===== config.mk =====
export PLATFORM = sky130hd
export DESIGN_NAME = uart_tx_scheduler
export DESIGN_NICKNAME = d
export VERILOG_FILES = /design/src/rtl/uart_tx_sched_pkg.sv /design/src/rtl/tx_sched_arbiter.sv /design/src/rtl/uart_tx_scheduler.sv
export SDC_FILE = /design/constraint.sdc
export NUM_CORES = 1
export LEC_CHECK = 0
export ABC_AREA = 1
export ABC_CLOCK_PERIOD_IN_PS = 3700
export CAP_MARGIN = 40
export CELL_PAD_IN_SITES_DETAIL_PLACEMENT = 0
export CELL_PAD_IN_SITES_GLOBAL_PLACEMENT = 1
export CORE_MARGIN = 3
export CORE_UTILIZATION = 43
export CTS_CLUSTER_DIAMETER = 50
export DETAILED_ROUTE_END_ITERATION = 8
export GPL_TIMING_DRIVEN = 1
export HOLD_SLACK_MARGIN = 0.06
export PLACE_DENSITY_LB_ADDON = 0.1
export SLEW_MARGIN = 20
export SYNTH_ARGS = -nofsm -noshare
export SYNTH_HDL_FRONTEND = slang
export SYNTH_SLANG_ARGS = --single-unit

===== constraint.sdc =====
create_clock -name CLK -period 3.7 [get_ports CLK]
set_input_delay 0.555 -clock CLK [delete_from_list [all_inputs] [get_ports CLK]]
set_output_delay 0.555 -clock CLK [all_outputs]
set_load 0.01 [all_outputs]

===== src/rtl/uart_tx_sched_pkg.sv =====
// uart_tx_sched_pkg: shared types and constants for the UART TX scheduler.
// Contents: FSM state encoding, source IDs (also the grant bit positions),
// and the per-source byte counts.
package uart_tx_sched_pkg;

  typedef enum logic [1:0] {
    ST_IDLE    = 2'd0,
    ST_STROBE  = 2'd1,
    ST_WAIT_HI = 2'd2,
    ST_WAIT_LO = 2'd3
  } sched_state_t;

  // Source IDs double as bit positions in the one-hot grant vector.
  localparam int SRC_RF  = 0;
  localparam int SRC_ALU = 1;

  // Bytes sent per item.
  localparam logic [1:0] NBYTES_RF  = 2'd1;
  localparam logic [1:0] NBYTES_ALU = 2'd2;

endpackage


===== src/rtl/tx_sched_arbiter.sv =====
// tx_sched_arbiter: two-request arbiter (RF slot vs ALU slot), one-hot grant.
// Latency: combinational grant; only the round-robin pointer is registered.
// Ports: i_clk/i_rst (pointer only), i_rf_full/i_alu_full requests,
//        i_gnt_en qualifies the grant, o_gnt one-hot {ALU, RF}.
// Macro UART_TX_SCHED_RR_EN: round-robin when defined, else fixed ALU > RF.
module tx_sched_arbiter
  import uart_tx_sched_pkg::*;
(
  input  logic       i_clk,
  input  logic       i_rst,
  input  logic       i_rf_full,
  input  logic       i_alu_full,
  input  logic       i_gnt_en,
  output logic [1:0] o_gnt
);

  logic w_pick_alu;

`ifdef UART_TX_SCHED_RR_EN
  // Pointer names the source preferred on a tie; reset prefers RF.
  logic r_prefer_alu;

  assign w_pick_alu = i_alu_full & (~i_rf_full | r_prefer_alu);

  // Advances on every grant, including grants whose frame later times out.
  always_ff @(posedge i_clk or posedge i_rst) begin
    if (i_rst) begin
      r_prefer_alu <= 1'b0;
    end else if (i_gnt_en && (i_rf_full || i_alu_full)) begin
      r_prefer_alu <= ~w_pick_alu;
    end
  end
`else
  logic w_unused_clk_rst;

  assign w_pick_alu       = i_alu_full;
  assign w_unused_clk_rst = i_clk ^ i_rst;
`endif

  always_comb begin
    o_gnt = 2'b00;
    if (i_gnt_en) begin
      o_gnt[SRC_ALU] = w_pick_alu;
      o_gnt[SRC_RF]  = i_rf_full & ~w_pick_alu;
    end
  end

endmodule


===== src/rtl/uart_tx_scheduler.sv =====
// uart_tx_scheduler: shares one UART TX between an RF byte source and an ALU
//   16-bit source (sent LSB first), pacing each byte off TX_BUSY with an ack timeout.
// Latency: capture -> TX_D_VLD in 2 cycles; next ALU byte 1 cycle after busy falls.
// Backpressure: one slot per source; RF_RDY/ALU_RDY low while the slot is held.
// Ports: RF_RD_DATA/RF_RD_VLD/RF_RDY and ALU_OUT/ALU_OUT_VLD/ALU_RDY inputs,
//        TX_BUSY/TX_P_DATA/TX_D_VLD to the UART, SCHED_BUSY and TIMEOUT_ERR status.
// Macro UART_TX_SCHED_RR_EN (in tx_sched_arbiter): round-robin arbitration.
module uart_tx_scheduler
  import uart_tx_sched_pkg::*;
#(
  parameter int DATA_WIDTH  = 8,
  parameter int ACK_TIMEOUT = 8
) (
  input  logic                    CLK,
  input  logic                    RST,
  input  logic [DATA_WIDTH-1:0]   RF_RD_DATA,
  input  logic                    RF_RD_VLD,
  output logic                    RF_RDY,
  input  logic [2*DATA_WIDTH-1:0] ALU_OUT,
  input  logic                    ALU_OUT_VLD,
  output logic                    ALU_RDY,
  input  logic                    TX_BUSY,
  output logic [DATA_WIDTH-1:0]   TX_P_DATA,
  output logic                    TX_D_VLD,
  output logic                    SCHED_BUSY,
  output logic                    TIMEOUT_ERR
);

  // WAIT_HI starts one cycle after the strobe and the error pulse is
  // registered, so deciding at count ACK_TIMEOUT-2 puts the pulse exactly
  // ACK_TIMEOUT cycles after the strobe.
  localparam logic [7:0] TO_LAST = 8'(ACK_TIMEOUT - 2);

  logic                    r_rf_full;
  logic [DATA_WIDTH-1:0]   r_rf_dat;
  logic                    r_alu_full;
  logic [2*DATA_WIDTH-1:0] r_alu_dat;

  sched_state_t            r_state;
  logic                    r_src_alu;
  logic [1:0]              r_nbytes;
  logic                    r_idx;
  logic [7:0]              r_to_cnt;
  logic [DATA_WIDTH-1:0]   r_tx_dat;
  logic                    r_tx_vld;
  logic                    r_to_err;

  logic [1:0]              w_gnt;
  logic                    w_gnt_en;
  logic                    w_abort;
  logic                    w_frame_done;
  logic                    w_clr_rf;
  logic                    w_clr_alu;
  logic [DATA_WIDTH-1:0]   w_byte;

  assign w_gnt_en     = (r_state == ST_IDLE) & ~TX_BUSY;
  assign w_abort      = (r_state == ST_WAIT_HI) & ~TX_BUSY & (r_to_cnt == TO_LAST);
  assign w_frame_done = (r_state == ST_WAIT_LO) & ~TX_BUSY &
                        (({1'b0, r_idx} + 2'd1) == r_nbytes);
  assign w_clr_rf     = (w_abort | w_frame_done) & ~r_src_alu;
  assign w_clr_alu    = (w_abort | w_frame_done) & r_src_alu;

  tx_sched_arbiter u_arb (
    .i_clk      (CLK),
    .i_rst      (RST),
    .i_rf_full  (r_rf_full),
    .i_alu_full (r_alu_full),
    .i_gnt_en   (w_gnt_en),
    .o_gnt      (w_gnt)
  );

  // Byte for the next strobe: in IDLE it is byte 0 of the granted source;
  // elsewhere it only feeds the follow-on strobe, which only ALU frames have.
  always_comb begin
    w_byte = r_rf_dat;
    if (r_state == ST_IDLE) begin
      if (w_gnt[SRC_ALU]) w_byte = r_alu_dat[DATA_WIDTH-1:0];
    end else if (r_src_alu) begin
      w_byte = r_alu_dat[2*DATA_WIDTH-1:DATA_WIDTH];
    end
  end

  // Slots: capture needs an empty slot and clear needs a full one, so the
  // two can never hit the same slot in the same cycle.
  always_ff @(posedge CLK or posedge RST) begin
    if (RST) begin
      r_rf_full  <= 1'b0;
      r_rf_dat   <= '0;
      r_alu_full <= 1'b0;
      r_alu_dat  <= '0;
    end else begin
      if (RF_RD_VLD && !r_rf_full) begin
        r_rf_full <= 1'b1;
        r_rf_dat  <= RF_RD_DATA;
      end else if (w_clr_rf) begin
        r_rf_full <= 1'b0;
      end
      if (ALU_OUT_VLD && !r_alu_full) begin
        r_alu_full <= 1'b1;
        r_alu_dat  <= ALU_OUT;
      end else if (w_clr_alu) begin
        r_alu_full <= 1'b0;
      end
    end
  end

  always_ff @(posedge CLK or posedge RST) begin
    if (RST) begin
      r_state   <= ST_IDLE;
      r_src_alu <= 1'b0;
      r_nbytes  <= 2'd0;
      r_idx     <= 1'b0;
      r_to_cnt  <= 8'd0;
      r_tx_dat  <= '0;
      r_tx_vld  <= 1'b0;
      r_to_err  <= 1'b0;
    end else begin
      r_tx_vld <= 1'b0;
      r_to_err <= 1'b0;
      case (r_state)
        ST_IDLE: begin
          // Grant is non-zero only with TX idle and a slot full.
          if (w_gnt != 2'b00) begin
            r_src_alu <= w_gnt[SRC_ALU];
            r_nbytes  <= w_gnt[SRC_ALU] ? NBYTES_ALU : NBYTES_RF;
            r_idx     <= 1'b0;
            r_tx_dat  <= w_byte;
            r_tx_vld  <= 1'b1;
            r_state   <= ST_STROBE;
          end
        end
        ST_STROBE: begin
          r_to_cnt <= 8'd0;
          r_state  <= ST_WAIT_HI;
        end
        ST_WAIT_HI: begin
          if (TX_BUSY) begin
            r_state <= ST_WAIT_LO;
          end else if (w_abort) begin
            r_to_err <= 1'b1;
            r_state  <= ST_IDLE;
          end else begin
            r_to_cnt <= r_to_cnt + 8'd1;
          end
        end
        ST_WAIT_LO: begin
          if (!TX_BUSY) begin
            if (w_frame_done) begin
              r_state <= ST_IDLE;
            end else begin
              r_idx    <= 1'b1;
              r_tx_dat <= w_byte;
              r_tx_vld <= 1'b1;
              r_state  <= ST_STROBE;
            end
          end
        end
        default: r_state <= ST_IDLE;
      endcase
    end
  end

  assign RF_RDY      = ~r_rf_full;
  assign ALU_RDY     = ~r_alu_full;
  assign TX_P_DATA   = r_tx_dat;
  assign TX_D_VLD    = r_tx_vld;
  assign TIMEOUT_ERR = r_to_err;
  assign SCHED_BUSY  = (r_state != ST_IDLE);

endmodule

==> impl_metrics.env <==
export IMPL_synthTopCellsByCount="82 x nand2_1, 49 x dfrtp_1, 30 x nand3_1"
export IMPL_cts_tree="done"
export IMPL_status="finished clean"
export IMPL_cts_resized=0
export IMPL_cts_max_level=2
export IMPL_slew_headroom_pct=72.5
export IMPL_maxSlewViolCount=0
export IMPL_fillers=560
export IMPL_syn_nets=311
export IMPL_synthFlopType="dfrtp_1"
export IMPL_synth_top_area_cell="dfrtp_1"
export IMPL_ctsHoldBuffers=0
export IMPL_rsz0062_at_grt="no"
export IMPL_fin_skew_ns=0.00643
export IMPL_combPwrFrac_pct=46.0
export IMPL_grt_pass1_wl_mm=8.94
export IMPL_power_density_nw_per_um2=762
export IMPL_min_delay_path_depth=2
export IMPL_syn_to_final_growth_pct=22.0
export IMPL_avgSynthCellArea_um2=9.21
export IMPL_ys_warn_count=0
export IMPL_drc_errors=0
export IMPL_dp_hpwl_mm=4.00
export IMPL_p_total_mw=2.35
export IMPL_hold_violations=0
export IMPL_final_area_um2=3090
export IMPL_placementRows=27
export IMPL_fmax_ghz=0.378
export IMPL_syn_inst=275
export IMPL_route_vias_total=1920
export IMPL_vias_per_cell=4.94
export IMPL_clkSlewWorstSetupHoldPaths_ns=0.09
export IMPL_drive_gt1_share_pct=17.4
export IMPL_leakage_nw=1.44
export IMPL_yosysSeqAreaShare_pct=48.4
export IMPL_synthTopCellsByArea="dfrtp_1 48%, nand2_1 12%, mux2_2 11%"
export IMPL_gp_congestion=0.766
export IMPL_seq_area_um2=1230
export IMPL_overflow=0
export IMPL_r2r_setup_slack_ns=1.87
export IMPL_clock_latency_ns=0.30
export IMPL_hp_start="TX_P_DATA[6]$_DFFE_PP0P_"
export IMPL_synth_top_area_share_pct=48.4
export IMPL_initial_utilization_pct=45.2
export IMPL_grt_pass1_vias=1868
export IMPL_grt_max_degree=34
export IMPL_ir_drop_mv=0.297
export IMPL_endpoint_kind="primary output"
export IMPL_dieArea_um2=6850
export IMPL_cts_sinks=49
export IMPL_netlist_area_um2=2530
export IMPL_drt_pass1_iter_count=4
export IMPL_critPathMaxFanout=21
export IMPL_worstMarginPinSlew_ns=0.412
export IMPL_period_share_pct=71.5
export IMPL_yosysUniqueCellTypes=27
export IMPL_arrival_ns=2.09
export IMPL_p_sw_mw=0.950
export IMPL_drt_total_wl_mm=5.32
export IMPL_placed_area_um2=2990
export IMPL_ant_nets=0
export IMPL_wl_per_cell_um=13.7
export IMPL_startpoint="r_state[0]$_DFFE_PP0P_"
export IMPL_initialDrtViolationCount=79
export IMPL_die_w_um=82.7
export IMPL_cts_max_path_buffers=2
export IMPL_p_clk_share_pct=14.3
export IMPL_num_nets_final=352
export IMPL_synth_most_common_cell="nand2_1"
export IMPL_power_internal_mw=1.40
export IMPL_hold_path_class="reg2reg"
export IMPL_multiInputGateArea_um2=1150
export IMPL_fin_crit_ns=2.64
export IMPL_worstHoldEndpoint="TX_P_DATA[6]$_DFFE_PP0P_"
export IMPL_swShare_pct=40.3
export IMPL_startpoint_type="flip-flop"
export IMPL_final_setup_tns_ns=0
export IMPL_maxCapViolCount=0
export IMPL_core_um2=5610
export IMPL_portBuffers=41
export IMPL_setup_worst_path_class="reg2out"
export IMPL_synth_edf_count=0
export IMPL_diodes=0
export IMPL_power_frac_seq_pct=39.7
export IMPL_setup_viol=0
export IMPL_cts_buffers=5
export IMPL_antenna_found_initial=0
export IMPL_reg2reg_to="TX_P_DATA[5]$_DFFE_PP0P_"
export IMPL_postCtsSetupRepairBufs=0
export IMPL_die_height_um=82.7
export IMPL_worstRegToRegCells=9
export IMPL_r2r_start="r_state[1]$_DFFE_PP0P_"
export IMPL_io_pins=42
export IMPL_clockRootBuffer="clkbuf_8"
export IMPL_final_util_pct=55.1
export IMPL_track_usage_pct=17.5
export IMPL_cp_required_ns=3.14
export IMPL_async_flop_share_pct=100
export IMPL_synth_seq_cells=49
[sequential cells by signal, summed over array words and instances, names as in the netlist, 2 cells and up]
signal,count
r_alu_dat,16
TX_P_DATA,8
r_rf_dat,8
r_to_cnt,8
r_state,2
[stage by stage]
stage | hold slack (ns) | std cells | worst slack (ns)
global route | 0.529 | 389 | 0.919
floorplan | 0.478 | 275 | 1.97
finish | 0.489 | 389 | 1.06
global placement | 0.467 | 380 | 1.43
detailed placement | 0.470 | 381 | 1.37
CTS | 0.493 | 389 | 1.03
[layout by cell type (no fill, tap or decap)]
cell type,n
nand2_4,1
nand3_4,1
inv_2,4
nor2_4,1
dfrtp_1,49
nand3_1,30
o21ai_1,2
nand2_2,4
mux2_2,24
clkinv_4,1
nand3_2,1
nand4_1,9
buf_12,1
o21ai_0,5
inv_1,18
a21oi_1,2
nor3_1,1
clkinv_2,1
a21boi_0,1
buf_4,1
clkdlybuf4s50_1,41
nor3b_1,2
o21ai_2,9
xor2_1,2
clkinv_1,1
nand2_1,82
ha_1,7
nor2_1,10
clkbuf_8,6
[cell type report]
class	instances	area share, %
timing repair buffer	43	14.2
tap	72	2.91
sequential	49	39.7
inverter	23	2.79
multi-input combinational	194	37.3
clock buffer	6	2.67
clock inverter	2	0.445
[how the worst max path moves through the flow]
stage / endpoint / depth (start not counted) / slack [ns]
after floorplan: TIMEOUT_ERR$_DFF_PP0_ / 1 / 1.97
after global placement: SCHED_BUSY / 5 / 1.43
after detailed placement: SCHED_BUSY / 5 / 1.37
after CTS: SCHED_BUSY / 5 / 1.03
after global routing: SCHED_BUSY / 5 / 0.92
final: SCHED_BUSY / 5 / 1.06
[power groups by stage]
stage | logic [mW] | registers, mW | clock network [mW]
3_5_place_dp | 1.10 | 0.947 | 0
4_1_cts | 1.10 | 0.936 | 0.349
3_3_place_gp | 1.08 | 0.936 | 0
2_1_floorplan | 0.825 | 0.901 | 0
5_1_grt | 1.24 | 0.970 | 0.370
6_report | 1.08 | 0.935 | 0.336
[logic make-up (layout without fill, tap and decap cells)]
family	after synthesis	count (layout)	share of synthesized area (%)
flops	49	49	48.4
compound gates	19	19	5.19
simple gates	142	142	25.5
mux	24	24	10.7
fa+ha+maj	7	7	3.46
buf+inv	32	74	6.03
xor+xnor	2	2	0.692
[per-layer routing]
metal / part of all wire, % / routed length [um] / vias to the layer above / track usage (%)
met5: 0 / 0 / - / 0
met2: 47 / 2520 / 31 / 27.6
met1: 49 / 2620 / 899 / 24.4
li1: - / - / 988 / -
met4: 0.36 / 19 / 0 / 4.74
met3: 2.9 / 155 / 2 / 3.58
[worst max-delay path, cell delays in order, from the launching register on]
cell             delay (ns)
dfrtp_1                0.42
inv_1                  0.13
ha_1                   0.17
buf_4                  0.23
clkinv_1               0.28
clkdlybuf4s50_1        0.56
Note: power is estimated with default switching activity, not from simulation.
